File: src/rtl/id_pipe.sv
// Instruction-decode stage: register file with write bypass, field decode,
// load-use hazard detection, ID/EX pipeline register and sticky halt state.
module id_pipe #(
    parameter int          DATA_W   = 16,
    parameter int          NREGS    = 16,
    parameter int          ADDR_W   = $clog2(NREGS),
    parameter int          ZERO_REG = 1,
    parameter logic [3:0]  OP_LW    = 4'h8,
    parameter logic [3:0]  OP_SW    = 4'h9,
    parameter logic [3:0]  OP_HLT   = 4'hF
) (
    input  logic              i_clk,
    input  logic              i_nRst,
    input  logic              i_valid,
    input  logic [DATA_W-1:0] i_instr,
    input  logic [DATA_W-1:0] i_pc,
    input  logic              i_stall,
    input  logic              i_flush,
    input  logic              i_wrEn,
    input  logic [ADDR_W-1:0] i_wrReg,
    input  logic [DATA_W-1:0] i_wrData,
    output logic              o_ready,
    output logic              o_valid,
    output logic [DATA_W-1:0] o_instr,
    output logic [DATA_W-1:0] o_pc,
    output logic [DATA_W-1:0] o_port0,
    output logic [DATA_W-1:0] o_port1,
    output logic [DATA_W-1:0] o_sext,
    output logic [ADDR_W-1:0] o_rdReg1,
    output logic [ADDR_W-1:0] o_rdReg2,
    output logic [ADDR_W-1:0] o_wrReg,
    output logic              o_memRd,
    output logic              o_memWr,
    output logic              o_hlt,
    output logic [15:0]       o_stallCnt
);

    typedef enum logic {RUN = 1'b0, HALTED = 1'b1} state_t;

    state_t              state, state_next;
    logic [DATA_W-1:0]   regs [NREGS];

    logic [3:0]          opcode;
    logic [ADDR_W-1:0]   rd, rs, rt;
    logic                is_lw, is_sw, is_hlt;
    logic [DATA_W-1:0]   rs_val, rt_val, sext_val;
    logic                hz;
    logic                zero_en;

    assign zero_en = (ZERO_REG != 0);
    assign opcode  = i_instr[DATA_W-1:DATA_W-4];
    assign rd      = i_instr[ADDR_W+7:8];
    assign rs      = i_instr[ADDR_W+3:4];
    assign rt      = i_instr[ADDR_W-1:0];
    assign is_lw   = (opcode == OP_LW);
    assign is_sw   = (opcode == OP_SW);
    assign is_hlt  = (opcode == OP_HLT);

    // Memory ops carry a 4-bit offset, everything else an 8-bit immediate.
    assign sext_val = (is_lw || is_sw) ? {{(DATA_W-4){i_instr[3]}}, i_instr[3:0]}
                                       : {{(DATA_W-8){i_instr[7]}}, i_instr[7:0]};

    // Stall an instruction that reads the destination of the load now in EX.
    assign hz = i_valid && o_valid && o_memRd && (o_wrReg != '0) &&
                ((o_wrReg == rs) || (o_wrReg == rt));

    assign o_ready = i_nRst && i_valid && !i_stall && !i_flush && !hz && (state == RUN);

    // Register read with same-cycle writeback bypass; r0 reads as zero when hardwired.
    always_comb begin
        rs_val = regs[rs];
        rt_val = regs[rt];
        if (zero_en && rs == '0)
            rs_val = '0;
        else if (i_wrEn && i_wrReg == rs)
            rs_val = i_wrData;
        if (zero_en && rt == '0)
            rt_val = '0;
        else if (i_wrEn && i_wrReg == rt)
            rt_val = i_wrData;
    end

    // Register file write port; writes to a hardwired r0 are dropped.
    always_ff @(posedge i_clk or negedge i_nRst) begin
        if (!i_nRst) begin
            for (int i = 0; i < NREGS; i++)
                regs[i] <= '0;
        end else if (i_wrEn && !(zero_en && i_wrReg == '0)) begin
            regs[i_wrReg] <= i_wrData;
        end
    end

    // Run/halt state register.
    always_ff @(posedge i_clk or negedge i_nRst) begin
        if (!i_nRst)
            state <= RUN;
        else
            state <= state_next;
    end

    // Once a halt is accepted, only reset brings the stage back to RUN.
    always_comb begin
        state_next = state;
        if (state == RUN && o_ready && is_hlt)
            state_next = HALTED;
    end

    // ID/EX register: flush beats stall beats hazard bubble beats a new load.
    always_ff @(posedge i_clk or negedge i_nRst) begin
        if (!i_nRst) begin
            o_valid    <= 1'b0;
            o_instr    <= '0;
            o_pc       <= '0;
            o_port0    <= '0;
            o_port1    <= '0;
            o_sext     <= '0;
            o_rdReg1   <= '0;
            o_rdReg2   <= '0;
            o_wrReg    <= '0;
            o_memRd    <= 1'b0;
            o_memWr    <= 1'b0;
            o_hlt      <= 1'b0;
            o_stallCnt <= '0;
        end else if (i_flush) begin
            o_valid <= 1'b0;
        end else if (i_stall) begin
            o_valid <= o_valid;
        end else if (hz) begin
            o_valid <= 1'b0;
            o_memRd <= 1'b0;
            o_memWr <= 1'b0;
            if (o_stallCnt != 16'hFFFF)
                o_stallCnt <= o_stallCnt + 16'd1;
        end else if (o_ready) begin
            o_valid  <= 1'b1;
            o_instr  <= i_instr;
            o_pc     <= i_pc;
            o_port0  <= rs_val;
            o_port1  <= rt_val;
            o_sext   <= sext_val;
            o_rdReg1 <= rs;
            o_rdReg2 <= rt;
            o_wrReg  <= rd;
            o_memRd  <= is_lw;
            o_memWr  <= is_sw;
            if (is_hlt)
                o_hlt <= 1'b1;
        end else begin
            o_valid <= 1'b0;
        end
    end

endmodule

File: config.mk
export PLATFORM = sky130hd
export DESIGN_NAME = id_pipe
export DESIGN_NICKNAME = d
export VERILOG_FILES = /design/src/rtl/id_pipe.sv
export SDC_FILE = /design/constraint.sdc
export NUM_CORES = 1
export LEC_CHECK = 0
export ABC_CLOCK_PERIOD_IN_PS = 2350
export BUFFER_PORTS_ARGS = -buffer_cell sky130_fd_sc_hd__buf_2
export CORE_ASPECT_RATIO = 0.6
export CORE_MARGIN = 5
export CORE_UTILIZATION = 45
export CTS_BUF_LIST = sky130_fd_sc_hd__clkbuf_4 sky130_fd_sc_hd__clkbuf_8
export CTS_CLUSTER_SIZE = 20
export DETAILED_ROUTE_END_ITERATION = 8
export PLACE_DENSITY = 0.72
export SLEW_MARGIN = 10
export SYNTH_ARGS = -nofsm -noshare
export SYNTH_HDL_FRONTEND = slang
export SYNTH_SLANG_ARGS = --single-unit
File: constraint.sdc
create_clock -name i_clk -period 2.35 [get_ports i_clk]
set_input_delay 0.1175 -clock i_clk [delete_from_list [all_inputs] [get_ports i_clk]]
set_output_delay 0.1175 -clock i_clk [all_outputs]
set_load 0.01 [all_outputs]
* Word level (Yosys, flattened, before mapping)
Cells that the tools add are included.
** Word-level totals
- Input bits :: 58
- Logic and storage cells :: 103
- Bits in latches :: 0
- ROM bits :: 0
- Bits in writable memories :: 0
- Output and inout port bits :: 113
- Bits in registers :: 369
- Memories kept :: 0
** Cells by class
- $add $sub $neg :: 1
- Bitwise operators :: 7
- Mux-type cells :: 22
- Div/mod/pow operators :: 0
- Reductions and logical operators :: 30
- Shifts and indexed selects :: 0
- $mul :: 0
- Eq/ne operators :: 9
- $lt $le $gt $ge :: 4
** Operators with widths (number)
- 256-bit bitwise mux :: 1
- 16-bit two-way mux :: 10
- 16-bit binary-select mux with 4-bit select :: 2
- 16-bit demux with 4-bit select :: 1
- 16-bit by 1-bit adder with 16-bit output (second input constant) :: 1
- 4-bit == test :: 4
- 16-bit != test (second input constant) :: 1
- 5-bit greater-or-equal comparator (second input constant) :: 3
- 1-bit logical AND :: 15
- 4-bit NOT with 5-bit output :: 3
- 4-bit == test (second input constant) :: 3
- 4-bit logical NOT :: 3
- 1-bit two-way mux :: 8
- 4-bit AND reduction :: 2
- 5-bit by 1-bit less-than comparator with 1-bit output (second input constant) :: 1
- 5-bit AND reduction :: 1
- 1-bit logical NOT :: 4
- 1-bit NOT :: 4
- 4-bit nonzero test :: 1
- 3-bit AND reduction :: 1
- 1-bit logical OR :: 2
- 2-bit by 1-bit != test with 1-bit output (second input constant) :: 1
- 2-bit nonzero test :: 1

* Logic depth before layout (Yosys ltp)
- Word-level depth :: 11
- Mapped depth :: 9

* Least setup slack after synthesis
No wires, ideal clock.
- Path type :: reg-to-reg
- Start point :: register o_instr[9] (netlist name)
- End point :: register o_instr[10]
- Arrival time :: 1.857 ns
- Cell stages (with the launch flop) :: 8
- Setup time :: 0.128 ns
- Path slack :: 0.366 ns
- Cells stage by stage :: dfrtp_1 -> xor2_1 -> nor4_1 -> o21ai_2 -> nand3_2 -> buf_4 -> buf_4 -> mux2_1
** RTL lines
- end signal, assigned :: RTL line 136 : o_instr <= i_instr;
- end, declared :: RTL line 24 : output logic [DATA_W-1:0] o_instr,

==> flow_metrics.env <==
export IMPL_cts_sink_count=345
export IMPL_path_buf_inv=3
export IMPL_dp_hpwl_um=35500
export IMPL_nFillCells=3159
export IMPL_drtIter0Drc=1425
export IMPL_vdd_drop_max_mv=0.301
export IMPL_grt_ovfl_total=0
export IMPL_antenna_found_initial=1
export IMPL_syn2layout_area_growth_pct=18.3
export IMPL_critPathMaxStageDelay_ns=0.45
export IMPL_worstReg2RegEnd="o_stallCnt[15]$_DFFE_PN0P_"
export IMPL_grt_pass1_vias=12770
export IMPL_synth_top_area_cell="dfrtp_1"
export IMPL_place_gp_congestion=0.897
export IMPL_cp_arrival_ns=2.24
export IMPL_cts_made_buffers=53
export IMPL_violations="setup timing"
export IMPL_synthCells=1327
export IMPL_ff_latch_area_mm2=0.00864
export IMPL_cts_buffer_depth=3
export IMPL_die_y_um=162
export IMPL_pwr_density_cell_mw_per_mm2=856
export IMPL_crit_type="flip-flop to output pin"
export IMPL_h_tree_depth=2
export IMPL_hold_path_depth=5
export IMPL_max_freq_mhz=424
export IMPL_antenna_left=0
export IMPL_yosys_top_cells_area="dfrtp_1, mux2_2, mux4_2"
export IMPL_num_vias=12700
export IMPL_die_w_um=264
export IMPL_fin_skew_ns=0.0217
export IMPL_hold_violations=0
export IMPL_grt_max_degree=156
export IMPL_drive_above_1_share_pct=45.8
export IMPL_critPathLaunchType="flip-flop"
export IMPL_syn_mean_instance_area_um2=13.1
export IMPL_worstPathMaxFanout=13
export IMPL_portBuffers=170
export IMPL_wl_per_cell_um=26.1
export IMPL_slowest_stage="dfrtp_2"
export IMPL_hold_path_end="o_memWr$_DFFE_PN0P_"
export IMPL_final_cell_mix="dfrtp_1, mux2_2, buf_2, mux2i_1, buf_4"
export IMPL_final_common_cell="dfrtp_1"
export IMPL_cts_tree="built"
export IMPL_setup_ws_ns=-0.00787
export IMPL_p_leak_uw=0.00939
export IMPL_syn_area_mm2=0.0174
export IMPL_end_kind="output pin"
export IMPL_rrSetupSlack_ns=0.16
export IMPL_ioPinCount=171
export IMPL_ys_types=43
export IMPL_cts_root_buffer="clkbuf_8"
export IMPL_clkTransAtPathRegs_ns=0.07
export IMPL_multi_input_area_mm2=0.00811
export IMPL_die_area_mm2=0.0429
export IMPL_path_delay_family="simple AND/OR/NAND/NOR gates"
export IMPL_maxSlewViolCount=0
export IMPL_status="finished, violations left"
export IMPL_crit_required_ns=2.23
export IMPL_min_period_ns=2.36
export IMPL_yosysWarnings=0
export IMPL_drt_total_wl_um=54300
export IMPL_synth_top_area_share_pct=49.5
export IMPL_track_usage_pct=24.8
export IMPL_period_share_pct=100
export IMPL_setup_viol=1
export IMPL_first_pass_iters=8
export IMPL_ys_seq_elements=345
export IMPL_whs_ns=0.0498
export IMPL_tightest_slew_ns=1.04
export IMPL_rows=55
export IMPL_clk_latency_ns=0.61
export IMPL_min_from="i_valid"
export IMPL_hold_path_class="primary input to flip-flop"
export IMPL_cp_cell_sequence="xor2_1, nor4_2, o21ai_2, nand3_4, buf_12, inv_1, buf_2"
export IMPL_reg2reg_from="o_instr[9]$_DFFE_PN0P_"
export IMPL_max_slew_margin_pct=30.5
export IMPL_core_mm2=0.0380
export IMPL_dpl_worst_slack_ns=0.252
export IMPL_floorplan_initialDensity_pct=45.9
export IMPL_drc_errors=0
export IMPL_seq_area_frac_synth_pct=49.5
export IMPL_maxCapViolCount=0
export IMPL_fin_nets=1588
export IMPL_vias_per_cell=6.10
export IMPL_synth_nets=1386
export IMPL_ff2ff_path_depth=7
export IMPL_grt_pass1_wl_um=82400
report_power, final:
| group | internal [uW] | switching [uW] | total, uW |
|---|---|---|---|
| Combinational | 2210 | 1880 | 4090 |
| Sequential | 7200 | 963 | 8160 |
| Clock | 3000 | 2400 | 5410 |
| Total | 12400 | 5250 | 17700 |
state kept, by name, indices dropped and copies added (netlist names):
| name | count |
|---|---|
| o_hlt | 1 |
| o_instr | 16 |
| o_memRd | 1 |
| o_memWr | 1 |
| o_pc | 16 |
| o_port0 | 16 |
| o_port1 | 16 |
| o_sext | 4 |
| o_stallCnt | 16 |
| o_valid | 1 |
| regs | 256 |
| state | 1 |
cells in the mapped netlist, drive strengths merged:
library cell,n
a211oi,30
a21o,2
a21oi,4
a222oi,2
a22oi,2
a32o,32
a41o,1
and3,2
and4,2
buf,79
clkbuf,63
dfrtp,345
ha,1
inv,8
mux2,268
mux2i,128
mux4,64
nand2,54
nand2b,2
nand3,46
nand3b,3
nand4,5
nor2,28
nor2b,1
nor3,6
nor3b,1
nor4,3
nor4b,1
o21ai,13
o21bai,2
o22ai,66
or2,32
or3,5
or3b,1
xnor2,12
xor2,13
worst register-to-register path, delay by kind of cell (launching register included):
family	cells	cell delay, ns
AND/OR/NAND/NOR	3	0.95
flip-flops	1	0.45
AO/OA/AOI/OAI	1	0.15
XOR/XNOR	2	0.34
buffers and inverters	1	0.18
through the flow:
step                setup TNS (ns)  area [um2]  utilization, %  total power (uW)  cells
floorplan                        0       17400               -             10700   1327
global placement           -0.0396       19100            50.2             12000   1949
detailed placement               0       19100            50.2             12200   1949
CTS                              0       20600            54.2             17700   2077
global route                -0.119       20600            54.3             18500   2080
finish                    -0.00787       20600            54.3             17700   2082
metal layers:
layer	up-vias	wire (um)	GRT usage, %
met5	-	45	0.676
met4	2	1440	6.75
li1	5341	-	-
met1	6635	23900	36.4
met2	618	23600	36.5
met3	104	5310	6.75
worst max-delay path by stage:
stage                              end  slack (ns)              startpoint  cells after the start
2_1_floorplan  o_instr[10]$_DFFE_PN0P_        0.37  o_instr[9]$_DFFE_PN0P_                      7
3_3_place_gp   o_port0[14]$_DFFE_PN0P_       -0.04              i_instr[5]                      6
3_5_place_dp       o_pc[4]$_DFFE_PN0P_        0.25  o_instr[9]$_DFFE_PN0P_                      6
4_1_cts                        o_ready        0.01  o_instr[9]$_DFFE_PN0P_                      7
5_1_grt                        o_ready       -0.12  o_instr[9]$_DFFE_PN0P_                      7
6_report                       o_ready      -0.008  o_instr[9]$_DFFE_PN0P_                      7
logic make-up (layout without fill, tap and decap cells):
family | after synthesis | after routing | synth area share (%)
flops | 345 | 345 | 49.5
other cells | 0 | 2 | 0
xor+xnor | 25 | 25 | 1.26
compound gates | 154 | 154 | 6.44
mux | 460 | 460 | 32.9
fa+ha+maj | 1 | 1 | 0.0717
simple gates | 192 | 192 | 5.58
buf+inv | 150 | 390 | 4.24
what timing repair did:
item	CTS	global route
resized for setup	2	3
endpoints found under the hold margin	380	0
setup buffers	1	2
hold buffers	33	0
gates cloned	1	1
pin swaps	1	3
setup endpoints to repair	1	1
final cells by class:
cell class | count | share of cell area [%]
antenna | 2 | 0.0243
clock buffer | 87 | 5.26
clock inverter | 6 | 0.279
inverter | 8 | 0.146
multi-input combinational | 832 | 39.3
sequential | 345 | 41.9
tap | 513 | 3.11
timing repair buffer | 289 | 10.0
(Power assumes the default switching activity.)
